<file path="config.mk">
export PLATFORM = sky130hd
export DESIGN_NAME = fgen_trig_seq_flat
export DESIGN_NICKNAME = d
export VERILOG_FILES = /design/src/rtl/fgen_trig_seq_pkg.sv /design/src/rtl/fgen_trig_seq_if.sv /design/src/rtl/fgen_trig_seq_load_downcount.sv /design/src/rtl/fgen_trig_seq.sv /design/src/flat_wrapper.sv
export SDC_FILE = /design/constraint.sdc
export NUM_CORES = 1
export LEC_CHECK = 0
export BUFFER_PORTS_ARGS = -buffer_cell sky130_fd_sc_hd__buf_2
export CAP_MARGIN = 20
export CORE_MARGIN = 4
export CORE_UTILIZATION = 65
export DETAILED_ROUTE_END_ITERATION = 7
export PLACE_DENSITY = 0.85
export RECOVER_POWER = 100
export SLEW_MARGIN = 0
export SYNTH_ARGS = -nofsm -noshare
export SYNTH_HDL_FRONTEND = slang
export SYNTH_SLANG_ARGS = --single-unit
</file>
<file path="constraint.sdc">
create_clock -name clk -period 13 [get_ports clk]
set_input_delay 0.65 -clock clk [delete_from_list [all_inputs] [get_ports clk]]
set_output_delay 0.65 -clock clk [all_outputs]
set_load 0.01 [all_outputs]
</file>
<file path="src/rtl/fgen_trig_seq_pkg.sv">
// Shared definitions for the trigger sequencer: local register offsets,
// ctrl bit positions, bus widths, FSM state encoding and the address
// decode helper.
package fgen_trig_seq_pkg;

    localparam int LB_AW = 16;
    localparam int LB_DW = 32;

    localparam logic [3:0] OFS_CTRL    = 4'd0;
    localparam logic [3:0] OFS_PERIOD  = 4'd1;
    localparam logic [3:0] OFS_DELAY   = 4'd2;
    localparam logic [3:0] OFS_HOLDOFF = 4'd3;
    localparam logic [3:0] OFS_BURST   = 4'd4;
    localparam logic [3:0] OFS_STRIKE  = 4'd5;

    localparam int CTRL_EN  = 0;
    localparam int CTRL_SRC = 1;

    typedef enum logic [2:0] {
        ST_IDLE,
        ST_ARMED,
        ST_DELAY,
        ST_FIRE,
        ST_HOLDOFF
    } seq_state_t;

    // The local block occupies 16 addresses starting at 16*blk.
    function automatic logic is_local(input logic [LB_AW-1:0] addr, input logic [LB_AW-5:0] blk);
        return addr[LB_AW-1:4] == blk;
    endfunction

endpackage

</file>
<file path="src/rtl/fgen_trig_seq_if.sv">
// Local register write bus (data/write/addr).
//   master : drives data, write, addr
//   slave  : receives data, write, addr
interface fgen_trig_seq_if;
    import fgen_trig_seq_pkg::*;

    logic [LB_DW-1:0] data;
    logic             write;
    logic [LB_AW-1:0] addr;

    modport master (output data, write, addr);
    modport slave  (input  data, write, addr);

endinterface

</file>
<file path="src/rtl/fgen_trig_seq_load_downcount.sv">
// Loadable down-counter with zero flag; stops at zero unless reloaded.
//   clk, rst  : clock, synchronous active-high reset
//   clr       : force count to zero (priority over load)
//   load      : load load_val
//   dec       : decrement when non-zero
//   zero      : count == 0
module fgen_trig_seq_load_downcount #(
    parameter int cw = 32
) (
    input  logic          clk,
    input  logic          rst,
    input  logic          clr,
    input  logic          load,
    input  logic          dec,
    input  logic [cw-1:0] load_val,
    output logic          zero
);

    logic [cw-1:0] count;

    always_ff @(posedge clk) begin
        if (rst || clr) begin
            count <= '0;
        end else if (load) begin
            count <= load_val;
        end else if (dec && !zero) begin
            count <= count - cw'(1);
        end
    end

    assign zero = (count == '0);

endmodule

</file>
<file path="src/rtl/fgen_trig_seq.sv">
// Trigger sequencer ahead of the function generator. Picks a trigger
// source (period timer, external edge, software strike), applies delay,
// holdoff and burst counting, and emits a single-cycle trig. Sits in the
// local write bus: writes to its own 16-address block are consumed, all
// others pass through with one cycle of latency.
//   clk, rst  : clock, synchronous active-high reset
//   lb        : controlling write bus (slave)
//   lbo       : controlled write bus, registered (master)
//   ext_trig  : external event, rising edge counts
//   trig      : one-cycle trigger
//   busy      : state other than IDLE
//   missed    : saturating count of events dropped in DELAY/FIRE/HOLDOFF
//
// state    | meaning
// IDLE     | disabled, waiting for an enable write
// ARMED    | waiting for an event
// DELAY    | counting the programmed delay before firing
// FIRE     | trig asserted for this single cycle
// HOLDOFF  | ignoring events for the programmed holdoff
module fgen_trig_seq
    import fgen_trig_seq_pkg::*;
#(
    parameter logic [11:0] addr_hi = 12'd1,
    parameter int          cw      = 32
) (
    input  logic                  clk,
    input  logic                  rst,
    fgen_trig_seq_if.slave        lb,
    fgen_trig_seq_if.master       lbo,
    input  logic                  ext_trig,
    output logic                  trig,
    output logic                  busy,
    output logic [15:0]           missed
);

    logic          ctrl_en, ctrl_src, ext_d, burst_inf;
    logic [cw-1:0] period, delay_v, holdoff, burst, remaining;
    seq_state_t    state;

    logic       wr_local, wr_ctrl, wr_period, wr_delay, wr_holdoff, wr_burst, wr_strike;
    logic       abort, tick, evt, last_shot, drop_win;
    logic       tmr_zero, dly_zero, hld_zero;
    logic [3:0] ofs;

    assign wr_local   = lb.write && is_local(lb.addr, addr_hi);
    assign ofs        = lb.addr[3:0];
    assign wr_ctrl    = wr_local && (ofs == OFS_CTRL);
    assign wr_period  = wr_local && (ofs == OFS_PERIOD);
    assign wr_delay   = wr_local && (ofs == OFS_DELAY);
    assign wr_holdoff = wr_local && (ofs == OFS_HOLDOFF);
    assign wr_burst   = wr_local && (ofs == OFS_BURST);
    assign wr_strike  = wr_local && (ofs == OFS_STRIKE);

    // Disabling wins over everything else in the same cycle.
    assign abort = wr_ctrl && !lb.data[CTRL_EN];

    assign tick      = ctrl_en && (period != '0) && tmr_zero;
    assign evt       = (!ctrl_src && tick) || (ctrl_src && ext_trig && !ext_d) || wr_strike;
    assign last_shot = !burst_inf && (remaining == cw'(1));
    assign drop_win  = (state == ST_DELAY) || (state == ST_FIRE) || (state == ST_HOLDOFF);

    fgen_trig_seq_load_downcount #(.cw(cw)) u_timer (
        .clk(clk), .rst(rst), .clr(!ctrl_en || abort),
        .load(tick), .dec(ctrl_en && (period != '0)),
        .load_val(period - cw'(1)), .zero(tmr_zero)
    );

    fgen_trig_seq_load_downcount #(.cw(cw)) u_delay (
        .clk(clk), .rst(rst), .clr(!ctrl_en || abort),
        .load((state == ST_ARMED) && evt && (delay_v != '0)), .dec(state == ST_DELAY),
        .load_val(delay_v - cw'(1)), .zero(dly_zero)
    );

    fgen_trig_seq_load_downcount #(.cw(cw)) u_holdoff (
        .clk(clk), .rst(rst), .clr(!ctrl_en || abort),
        .load((state == ST_FIRE) && !last_shot && (holdoff != '0)), .dec(state == ST_HOLDOFF),
        .load_val(holdoff - cw'(1)), .zero(hld_zero)
    );

    always_ff @(posedge clk) begin
        if (rst) begin
            lbo.data  <= '0;
            lbo.addr  <= '0;
            lbo.write <= 1'b0;
            ext_d     <= 1'b0;
            ctrl_src  <= 1'b0;
            period    <= '0;
            delay_v   <= '0;
            holdoff   <= '0;
            burst     <= '0;
            missed    <= '0;
        end else begin
            lbo.data  <= lb.data;
            lbo.addr  <= lb.addr;
            lbo.write <= lb.write && !wr_local;
            ext_d     <= ext_trig;
            if (wr_ctrl)    ctrl_src <= lb.data[CTRL_SRC];
            if (wr_period)  period   <= lb.data[cw-1:0];
            if (wr_delay)   delay_v  <= lb.data[cw-1:0];
            if (wr_holdoff) holdoff  <= lb.data[cw-1:0];
            if (wr_burst)   burst    <= lb.data[cw-1:0];
            if (evt && drop_win && (missed != 16'hffff)) missed <= missed + 16'd1;
        end
    end

    always_ff @(posedge clk) begin
        if (rst) begin
            state     <= ST_IDLE;
            trig      <= 1'b0;
            busy      <= 1'b0;
            ctrl_en   <= 1'b0;
            remaining <= '0;
            burst_inf <= 1'b0;
        end else begin
            trig <= 1'b0;
            if (abort) begin
                state   <= ST_IDLE;
                busy    <= 1'b0;
                ctrl_en <= 1'b0;
            end else begin
                unique case (state)
                    ST_IDLE: if (wr_ctrl && lb.data[CTRL_EN]) begin
                        state     <= ST_ARMED;
                        busy      <= 1'b1;
                        ctrl_en   <= 1'b1;
                        remaining <= burst;
                        burst_inf <= (burst == '0);
                    end
                    ST_ARMED: if (evt) begin
                        if (delay_v == '0) begin
                            state <= ST_FIRE;
                            trig  <= 1'b1;
                        end else begin
                            state <= ST_DELAY;
                        end
                    end
                    ST_DELAY: if (dly_zero) begin
                        state <= ST_FIRE;
                        trig  <= 1'b1;
                    end
                    ST_FIRE: if (last_shot) begin
                        state   <= ST_IDLE;
                        busy    <= 1'b0;
                        ctrl_en <= 1'b0;
                    end else begin
                        if (!burst_inf) remaining <= remaining - cw'(1);
                        state <= (holdoff != '0) ? ST_HOLDOFF : ST_ARMED;
                    end
                    ST_HOLDOFF: if (hld_zero) state <= ST_ARMED;
                    default: begin
                        state   <= ST_IDLE;
                        busy    <= 1'b0;
                        ctrl_en <= 1'b0;
                    end
                endcase
            end
        end
    end

endmodule

</file>
<file path="src/flat_wrapper.sv">
// flat-port wrapper written by rule: the top's interface ports become plain ports
module fgen_trig_seq_flat import fgen_trig_seq_pkg::*;
#(
    parameter logic [11:0] addr_hi = 12'd1,
    parameter int          cw      = 32
)
  (clk, rst, ext_trig, trig, busy, missed, lb_data, lb_write, lb_addr, lbo_data, lbo_write, lbo_addr);
  fgen_trig_seq_if lb_i ();
  fgen_trig_seq_if lbo_i ();
  input  logic clk;
  input  logic rst;
  input  logic ext_trig;
  output logic trig;
  output logic busy;
  output logic [15:0] missed;
  input wire logic [$bits(lb_i.data)-1:0] lb_data;
  input wire logic [$bits(lb_i.write)-1:0] lb_write;
  input wire logic [$bits(lb_i.addr)-1:0] lb_addr;
  output wire logic [$bits(lbo_i.data)-1:0] lbo_data;
  output wire logic [$bits(lbo_i.write)-1:0] lbo_write;
  output wire logic [$bits(lbo_i.addr)-1:0] lbo_addr;
  assign lb_i.data = lb_data;
  assign lb_i.write = lb_write;
  assign lb_i.addr = lb_addr;
  assign lbo_data = lbo_i.data;
  assign lbo_write = lbo_i.write;
  assign lbo_addr = lbo_i.addr;
  fgen_trig_seq #(.addr_hi(addr_hi), .cw(cw)) u_core (.clk(clk), .rst(rst), .lb(lb_i), .lbo(lbo_i), .ext_trig(ext_trig), .trig(trig), .busy(busy), .missed(missed));
endmodule
</file>
==> results.sh, run 1 <==
export IMPL_postCtsResizedCells=0
export IMPL_synth_compound_area_share=0.1928
export IMPL_area_growth_pct=10.61
export IMPL_status="complete, but fails checks"
export IMPL_vias=16300
export IMPL_yosys_top_cells_area="dfxtp_1 40%, nand2_1 8.8%, a21oi_1 7.0%"
export IMPL_regArea_um2=6586
export IMPL_worstMarginPinSlew_ns=4.048
export IMPL_synth_ff_type="dfxtp_1"
export IMPL_setup_viol=0
export IMPL_drt_wl_total_mm=49.72
export IMPL_final_common_cell="nand2_1"
export IMPL_synth_seq_cells=329
export IMPL_h_tree_depth=2
export IMPL_hold_depth=2
export IMPL_ys_warn_count=0
export IMPL_netlist_instances=2106
export IMPL_finalCoreUtilization=0.7380
export IMPL_drive_above_1_share=0.06969
export IMPL_whs_ns=0.3601
export IMPL_synth_edf_count=0
export IMPL_drtIter0Drc=2046
export IMPL_yosys_area_share_xor_xnor=0.06136
export IMPL_grt_total_usage=0.3414
export IMPL_synthAdderAreaFrac=0.004573
export IMPL_start_util=0.6672
export IMPL_insertion_delay_ns=0.52
export IMPL_maxClockFrequency_ghz=0.1334
export IMPL_synth_cell_type_count=81
export IMPL_worstSetupStartpointType="register"
export IMPL_layout_common_cells="384 x nand2_1, 329 x dfxtp_1, 228 x a21oi_1"
export IMPL_rows=57
export IMPL_use_met2=0.5377
export IMPL_cp_slowest_cell="a21boi_0"
export IMPL_cts_root_buf="clkbuf_16"
export IMPL_finalSetupTns_ns=0
export IMPL_final_design_area_no_fill_um2=18160
export IMPL_clock_path_buffers=3
export IMPL_grt_pass1_wl_mm=79.22
export IMPL_drt_first_pass_iters=6
export IMPL_dieHeight_um=166.9
export IMPL_arrival_ns=7.92
export IMPL_syn_nets=2164
export IMPL_skew_ns=0.01220
export IMPL_cp_max_fo=28
export IMPL_multi_input_area_um2=9245
export IMPL_maxCapViolations=8
export IMPL_crit_family="simple AND/OR/NAND/NOR gates"
export IMPL_antenna_found_initial=0
export IMPL_fin_cells=2507
export IMPL_via_per_inst=6.501
export IMPL_die_w_um=166.9
export IMPL_synth_top_family_by_area="simple AND/OR/NAND/NOR gates"
export IMPL_synth_simple_area_share=0.2899
export IMPL_grt_overflow=0
export IMPL_hold_buffers=0
export IMPL_hold_class="in -> reg"
export IMPL_slowest_delay_ns=1.65
export IMPL_hold_viol=0
export IMPL_die_area_um2=27860
export IMPL_p_leak_uw=0.006564
export IMPL_critPathRequiredTime_ns=13.42
export IMPL_synth_area_per_cell_um2=7.795
export IMPL_synthArstFlopShare=0
export IMPL_endpoint_kind="register"
export IMPL_worst_path_buf_inv=1
export IMPL_met3_usage=0.07348
export IMPL_core_region_area_um2=24600
export IMPL_rsz0062_at_grt="no"
export IMPL_nNetsFinal=2219
export IMPL_r2r_cells=14
export IMPL_wl_per_cell_um=19.83
export IMPL_port_buffers=118
export IMPL_hpwlAfterDp_mm=32.85
export IMPL_violations="capacitance limit, slew limit"
export IMPL_grt_max_degree=89
export IMPL_period_needed_ns=7.496
export IMPL_cts_sinks=329
export IMPL_io_pins=119
export IMPL_fillers=1902
export IMPL_netlist_area_um2=16420
export IMPL_place_inst=2443
export IMPL_use_met1=0.4461
export IMPL_antenna_left=0
export IMPL_cp_common_cell="or4_1"
export IMPL_postCtsSetupRepairBufs=0
export IMPL_synth_top_area_cell="dfxtp_1"
export IMPL_relSlewSlack=-1.699
export IMPL_path_cells="or4_1 -> or4_1 -> or4_1 -> a21boi_0 -> nor2_1 -> clkbuf_1 -> mux2i_1 -> ha_1 -> nand4b_1 -> nor4_1 -> or2_0 -> nand3_1 -> xor2_1 -> a211oi_1"
export IMPL_fin_crit_sh=0.5766
export IMPL_grt_pass1_vias=15060
export IMPL_vdd_ir_drop_max_uv=100.6
export IMPL_seq_area_frac_synth=0.4012
export IMPL_cts_tree="yes"
export IMPL_worst_path_stages=14
export IMPL_busiest_layer="met2"
export IMPL_yosysTopAreaCellShare=0.4012
export IMPL_place_area_um2=17110
export IMPL_clkTransAtPathRegs_ns=0.06
export IMPL_synth_mux_area_frac=0.01684
export IMPL_gp_congestion=0.9813
export IMPL_powerDensity_nw_per_um2=115.4
export IMPL_finalMaxSlewViolations=416
export IMPL_numCtsBuffers=35
export IMPL_drc_errors=0
export IMPL_path_class="reg -> reg"
## synthesized netlist by cell type (4+ instances only)
cell       number
a21o_1          6
and3_1         21
or4_1          22
a21oi_1       228
a22oi_1        19
and3b_1         4
nand3b_1       13
o21a_1          8
nor4b_1         9
nor2b_1        55
buf_2           5
xnor2_1        61
mux2i_1        22
nand3_1        48
nand2b_1        7
clkbuf_1      113
or3_1          29
a2111oi_0       4
mux2_2          5
nor3b_1         7
a31oi_1         9
nor2_1        182
a211oi_1       38
buf_1           4
nor4_1         59
o32ai_1         5
xor2_1         54
and2_1         11
o31a_1          6
o21ai_0        92
o41ai_1         5
o31ai_1         8
o22ai_1        32
o211ai_1       10
dfxtp_1       329
nand2_1       384
ha_1            6
nand4_1        23
nor3_1         76
inv_1          10
nand4b_1        6
or2_2           7
## registers in the layout, summed over array words and instances (netlist names)
| name | count |
|---|---|
| u_core.burst | 32 |
| u_core.delay_v | 32 |
| u_core.holdoff | 32 |
| u_core.lbo.data | 32 |
| u_core.period | 32 |
| u_core.remaining | 32 |
| u_core.u_delay.count | 32 |
| u_core.u_holdoff.count | 32 |
| u_core.u_timer.count | 32 |
| u_core.lbo.addr | 16 |
| u_core.missed | 16 |
| u_core.state | 3 |
| u_core.burst_inf | 1 |
| u_core.busy | 1 |
| u_core.ctrl_src | 1 |
| u_core.ext_d | 1 |
| u_core.lbo.write | 1 |
| u_core.trig | 1 |
## worst reg2reg max path, delay by kind of cell (launching register included)
| kind | cells | cell delay, ns |
|---|---|---|
| flip-flops | 1 | 0.36 |
| adder cells (fa/ha/maj) | 1 | 0.38 |
| AND/OR/NAND/NOR | 8 | 3.87 |
| buffers and inverters | 1 | 0.46 |
| XOR/XNOR | 1 | 0.19 |
| multiplexers | 1 | 0.25 |
| AO/OA/AOI/OAI | 2 | 1.90 |
## layout make-up
class                   instances  share of cell area
clock inverters                 6            0.004893
clock buffers                  51             0.05664
multi-input cells            1640              0.5092
repair buffers                145             0.04190
diodes                          2           0.0002756
flip-flops and latches        329              0.3627
inverters                      10            0.002067
well taps                     324             0.02233
## cells by family after synthesis
group	count (synthesis)
buffers and inverters	137
AND/OR/NAND/NOR	981
flip-flops	329
adder cells (fa/ha/maj)	6
XOR/XNOR	115
AO/OA/AOI/OAI	511
multiplexers	27
## report_power, final
part / switching [uW] / total, uW / internal (uW) / leakage [uW]
clock: 402 / 989 / 587 / 0.000545
combinational: 65.2 / 85.7 / 20.5 / 0.00336
sequential: 3.80 / 1020 / 1020 / 0.00266
## metrics by stage
stage	setup WS [ns]	total power, uW
4_1_cts	7.357	2099
3_5_place_dp	7.385	1129
3_3_place_gp	7.564	1128
5_1_grt	5.000	2149
2_1_floorplan	8.111	1081
6_report	5.504	2096
## path summary, 6_finish.rpt
check,slack [ns],startpoint,endpoint
worst min-delay path,0.36,lb_addr[5],u_core.lbo.addr[5]$_SDFF_PP0_
worst min register to register,0.47,u_core.period[14]$_SDFFE_PP0P_,u_core.period[14]$_SDFFE_PP0P_
worst max-delay path,5.50,u_core.period[24]$_SDFFE_PP0P_,u_core.u_delay.count[22]$_SDFFE_PP0P_
worst max register to register,5.50,u_core.period[24]$_SDFFE_PP0P_,u_core.u_delay.count[22]$_SDFFE_PP0P_
## routing by layer
metal | share of wire | up-vias
met4 | 0.058 | 0
met3 | 0.098 | 172
li1 | - | 7613
met1 | 0.40 | 7632
met5 | 0 | -
met2 | 0.45 | 880
(Power assumes the default switching activity.)
==> inputs of run 2 (changes only) <==
--- a/config.mk
+++ b/config.mk
@@ -8,9 +8,9 @@
 export BUFFER_PORTS_ARGS = -buffer_cell sky130_fd_sc_hd__buf_2
 export CAP_MARGIN = 20
 export CORE_MARGIN = 4
-export CORE_UTILIZATION = 65
+export CORE_UTILIZATION = 61
 export DETAILED_ROUTE_END_ITERATION = 7
-export PLACE_DENSITY = 0.85
+export PLACE_DENSITY = 0.81
 export RECOVER_POWER = 100
 export SLEW_MARGIN = 0
 export SYNTH_ARGS = -nofsm -noshare
==> constraint.sdc (replaced) <==
create_clock -name clk -period 7.6 [get_ports clk]
set_input_delay 0.38 -clock clk [delete_from_list [all_inputs] [get_ports clk]]
set_output_delay 0.38 -clock clk [all_outputs]
set_load 0.01 [all_outputs]
==> results.sh, run 2 (synthesis results as in run 1) <==
export IMPL_core_region_area_um2=26280
export IMPL_drtIter0Drc=2208
export IMPL_postCtsSetupRepairBufs=0
export IMPL_powerDensity_nw_per_um2=200.4
export IMPL_vdd_ir_drop_max_uv=193.1
export IMPL_clock_path_buffers=3
export IMPL_vias=16390
export IMPL_wl_per_cell_um=19.98
export IMPL_fin_crit_sh=0.8319
export IMPL_maxClockFrequency_ghz=0.1582
export IMPL_drc_errors=0
export IMPL_p_sw_frac=0.2276
export IMPL_rsz0062_at_grt="no"
export IMPL_area_growth_pct=11.18
export IMPL_rows=59
export IMPL_hold_buffers=0
export IMPL_layout_common_cells="384 x nand2_1, 329 x dfxtp_1, 228 x a21oi_1"
export IMPL_fillers=2206
export IMPL_setup_viol=0
export IMPL_cts_sinks=329
export IMPL_status="complete, but fails checks"
export IMPL_internal_power_uw=2825
export IMPL_nNetsFinal=2220
export IMPL_drt_wl_total_mm=50.39
export IMPL_p_leak_uw=0.006619
export IMPL_hold_viol=0
export IMPL_grt_total_usage=0.3313
export IMPL_postCtsResizedCells=0
export IMPL_die_area_um2=29600
export IMPL_relSlewSlack=-1.300
export IMPL_maxCapViolations=6
export IMPL_endpoint_kind="register"
export IMPL_dp_slack_ns=1.968
export IMPL_grt_pass1_vias=15020
export IMPL_regArea_um2=6586
export IMPL_cp_max_fo=28
export IMPL_grt_pass1_wl_mm=80.07
export IMPL_gp_congestion=0.9421
export IMPL_path_class="reg -> reg"
export IMPL_h_tree_depth=2
export IMPL_power_frac_comb=0.040
export IMPL_final_common_cell="nand2_1"
export IMPL_grt_max_degree=86
export IMPL_worstSetupStartpointType="register"
export IMPL_critPathRequiredTime_ns=7.99
export IMPL_seq_power_share=0.477
export IMPL_period_needed_ns=6.323
export IMPL_io_pins=119
export IMPL_die_w_um=172.0
export IMPL_port_buffers=118
export IMPL_antenna_left=0
export IMPL_cts_root_buf="clkbuf_16"
export IMPL_insertion_delay_ns=0.53
export IMPL_switching_power_uw=832.4
export IMPL_arrival_ns=6.71
export IMPL_numCtsBuffers=35
export IMPL_cts_tree="yes"
export IMPL_start_util=0.6246
export IMPL_dieHeight_um=172.0
export IMPL_worstMarginPinSlew_ns=3.450
export IMPL_antenna_found_initial=0
export IMPL_violations="capacitance limit, slew limit"
export IMPL_via_per_inst=6.497
export IMPL_skew_ns=0.02326
export IMPL_grt_overflow=0
export IMPL_drive_above_1_share=0.07319
export IMPL_drt_first_pass_iters=6
export IMPL_hpwlAfterDp_mm=33.26
export IMPL_finalMaxSlewViolations=358
export IMPL_multi_input_area_um2=9251
export IMPL_worst_slack_ns=1.278
export IMPL_clkPwrFrac=0.482
export IMPL_finalSetupTns_ns=0
export IMPL_clkTransAtPathRegs_ns=0.06
export IMPL_hold_class="in -> reg"
## run 2: area by class of cell
type,count,area share
Antenna cell,1,0.0001371
Clock buffer,48,0.05621
Clock inverter,13,0.008775
Inverter,10,0.002057
Multi-Input combinational cell,1640,0.5069
Sequential cell,329,0.3609
Tap cell,335,0.02297
Timing Repair Buffer,146,0.04209
## run 2: path summary, 6_finish.rpt
kind                                                      from                               endpoint  slack [ns]  depth (start not counted)
worst min register to register   u_core.burst[11]$_SDFFE_PP0P_          u_core.burst[11]$_SDFFE_PP0P_        0.47                          2
worst max-delay path            u_core.period[17]$_SDFFE_PP0P_  u_core.u_delay.count[20]$_SDFFE_PP0P_        1.28                         14
worst max register to register  u_core.period[17]$_SDFFE_PP0P_  u_core.u_delay.count[20]$_SDFFE_PP0P_        1.28                         14
worst min-delay path                               lb_addr[14]         u_core.lbo.addr[14]$_SDFF_PP0_        0.07                          2
## run 2: critical path: stages, from the launching register on
cell and delay, ns:
dfxtp_1 0.36, nor4_1 0.68, nand3b_1 0.34, or4_1 1.04
a21boi_4 0.63, nor2_1 0.31, clkbuf_1 0.41, mux2i_1 0.28
ha_1 0.37, nand3b_1 0.20, a2111oi_4 0.42, or2_0 0.54
nor3b_1 0.34, xnor2_1 0.17, o22ai_1 0.09
## run 2: power groups by stage
stage / Clock, uW / Sequential [uW] / Combinational [uW]
floorplan: 0 / 1790 / 57.8
global placement: 0 / 1780 / 147
detailed placement: 0 / 1780 / 148
CTS: 1770 / 1750 / 148
global route: 1840 / 1750 / 153
finish: 1760 / 1750 / 148
## run 2: metal layers
layer	up-vias	track usage	share of wire
met4	0	0.1353	0.046
li1	7609	-	-
met2	836	0.5215	0.45
met1	7796	0.4543	0.41
met3	144	0.05716	0.091
met5	-	0	0
## run 2: per-stage QoR
stage,hold slack [ns],power (uW),area (um^2),std cells,util
after floorplan,0.4363,1848,16420,2106,-
after global placement,0.4491,1930,17100,2453,0.6506
after detailed placement,0.4625,1932,17180,2456,0.6538
after CTS,0.06323,3668,18370,2517,0.6989
after global routing,0.08584,3739,18250,2521,0.6944
final,0.06664,3657,18250,2522,0.6945
==> inputs of run 3 (changes only) <==
==> constraint.sdc (replaced) <==
create_clock -name clk -period 6 [get_ports clk]
set_input_delay 0.3 -clock clk [delete_from_list [all_inputs] [get_ports clk]]
set_output_delay 0.3 -clock clk [all_outputs]
set_load 0.01 [all_outputs]
==> results.sh, run 3 (synthesis results as in run 1) <==
export IMPL_clkTransAtPathRegs_ns=0.06
export IMPL_endpoint_kind="register"
export IMPL_violations="hold timing, capacitance limit, slew limit"
export IMPL_core_region_area_um2=26280
export IMPL_cts_tree="yes"
export IMPL_p_leak_uw=0.006600
export IMPL_drc_errors=0
export IMPL_relSlewSlack=-1.983
export IMPL_rrSetupSlack_ns=0.72
export IMPL_grt_pass1_vias=15130
export IMPL_layout_common_cells="384 x nand2_1, 329 x dfxtp_1, 228 x a21oi_1"
export IMPL_worstMarginPinSlew_ns=4.475
export IMPL_crit_family="simple AND/OR/NAND/NOR gates"
export IMPL_maxCapViolations=5
export IMPL_fillers=2204
export IMPL_h_tree_depth=2
export IMPL_port_buffers=118
export IMPL_hold_start="lb_addr[15]"
export IMPL_hold_class="in -> reg"
export IMPL_whs_ns=-0.001840
export IMPL_final_design_area_no_fill_um2=18210
export IMPL_place_area_um2=17120
export IMPL_start_util=0.6246
export IMPL_cp_max_fo=16
export IMPL_drive_above_1_share=0.07127
export IMPL_cts_sinks=329
export IMPL_maxClockFrequency_ghz=0.1896
export IMPL_worst_path_buf_inv=0
export IMPL_die_area_um2=29600
export IMPL_finalMaxSlewViolations=233
export IMPL_hpwlAfterDp_mm=33.82
export IMPL_drt_first_pass_iters=7
export IMPL_vias=16350
export IMPL_multi_input_area_um2=9258
export IMPL_clock_path_buffers=3
export IMPL_antenna_left=0
export IMPL_period_needed_ns=5.275
export IMPL_status="complete, but fails checks"
export IMPL_skew_ns=0.01986
export IMPL_postCtsResizedCells=0
export IMPL_crit_start="u_core.u_timer.count[17]$_SDFFE_PP0P_"
export IMPL_via_per_inst=6.477
export IMPL_area_growth_pct=10.95
export IMPL_drt_wl_total_mm=50.83
export IMPL_r2r_start="u_core.u_timer.count[17]$_SDFFE_PP0P_"
export IMPL_gp_congestion=0.9630
export IMPL_regArea_um2=6586
export IMPL_grt_total_usage=0.3332
export IMPL_path_cells="nor4_1 -> nand3b_1 -> nor4_1 -> a21boi_4 -> nor2_1 -> mux2i_1 -> ha_1 -> nand4b_1 -> nor4_1 -> o22ai_1 -> o31a_1 -> nor3_1 -> a211oi_1"
export IMPL_io_pins=119
export IMPL_dieHeight_um=172.0
export IMPL_drtIter0Drc=1836
export IMPL_cp_common_cell="nor4_1"
export IMPL_antennaDiodeCount=0
export IMPL_rows=59
export IMPL_cp_slowest_cell="nor4_1"
export IMPL_arrival_ns=5.61
export IMPL_path_class="reg -> reg"
export IMPL_cts_root_buf="clkbuf_16"
export IMPL_vdd_ir_drop_max_uv=230.1
export IMPL_grt_overflow=0
export IMPL_worstSetupStartpointType="register"
export IMPL_rsz0062_at_grt="no"
export IMPL_die_w_um=172.0
export IMPL_slowest_delay_ns=0.89
export IMPL_fin_crit_sh=0.8792
export IMPL_finalSetupTns_ns=0
export IMPL_insertion_delay_ns=0.53
export IMPL_antenna_found_initial=1
export IMPL_grt_pass1_wl_mm=80.01
export IMPL_wl_per_cell_um=20.14
export IMPL_grt_max_degree=128
export IMPL_powerDensity_nw_per_um2=255.5
export IMPL_critPathRequiredTime_ns=6.34
export IMPL_nNetsFinal=2223
export IMPL_hold_viol=1
export IMPL_final_common_cell="nand2_1"
export IMPL_setup_viol=0
export IMPL_numCtsBuffers=36
[run 3: area by class of cell]
class                   count  share of cell area
multi-input cells        1640              0.5083
clock inverters            12            0.008243
clock buffers              50             0.05681
inverters                  10            0.002061
repair buffers            148             0.03998
flip-flops and latches    329              0.3616
well taps                 335             0.02301
[run 3: worst reg2reg max path, delay by kind of cell (launching register included)]
| family | cells | cell delay [ns] |
|---|---|---|
| flops | 1 | 0.34 |
| compound gates | 4 | 0.99 |
| mux | 1 | 0.30 |
| fa+ha+maj | 1 | 0.42 |
| simple gates | 7 | 3.03 |
[run 3: worst paths after layout]
kind,end,cells past startpoint
setup / recovery,u_core.u_delay.count[28]$_SDFFE_PP0P_,13
hold / removal,u_core.lbo.addr[15]$_SDFF_PP0_,2
setup reg to reg,u_core.u_delay.count[28]$_SDFFE_PP0P_,13
hold reg to reg,u_core.burst[31]$_SDFFE_PP0P_,2
[run 3: repair_timing]
action                    in CTS  in global routing
setup buffers                  0                  0
hold buffers                   3                  0
hold endpoints to repair       3                  0
[run 3: layer usage]
metal	part of all wire	up-vias	track usage
li1	-	7643	-
met1	0.40	7629	0.4510
met2	0.44	889	0.5200
met3	0.096	186	0.05258
met4	0.060	0	0.1661
met5	0	-	0
[run 3: power by group]
part           switching, uW  internal, uW
combinational            140          45.3
clock                    920          1340
sequential              7.92          2200
[run 3: per-stage QoR]
stage	setup slack (ns)	total power [uW]	utilization	std cells	hold WS, ns
finish	0.7246	4653	0.6931	2524	-0.001840
global route	0.3571	4757	0.6931	2524	0.01996
CTS	0.9002	4658	0.6977	2520	0.001397
detailed placement	0.9899	2444	0.6515	2455	0.4641
global placement	1.190	2442	0.6509	2454	0.4497
floorplan	1.111	2341	-	2106	0.4282
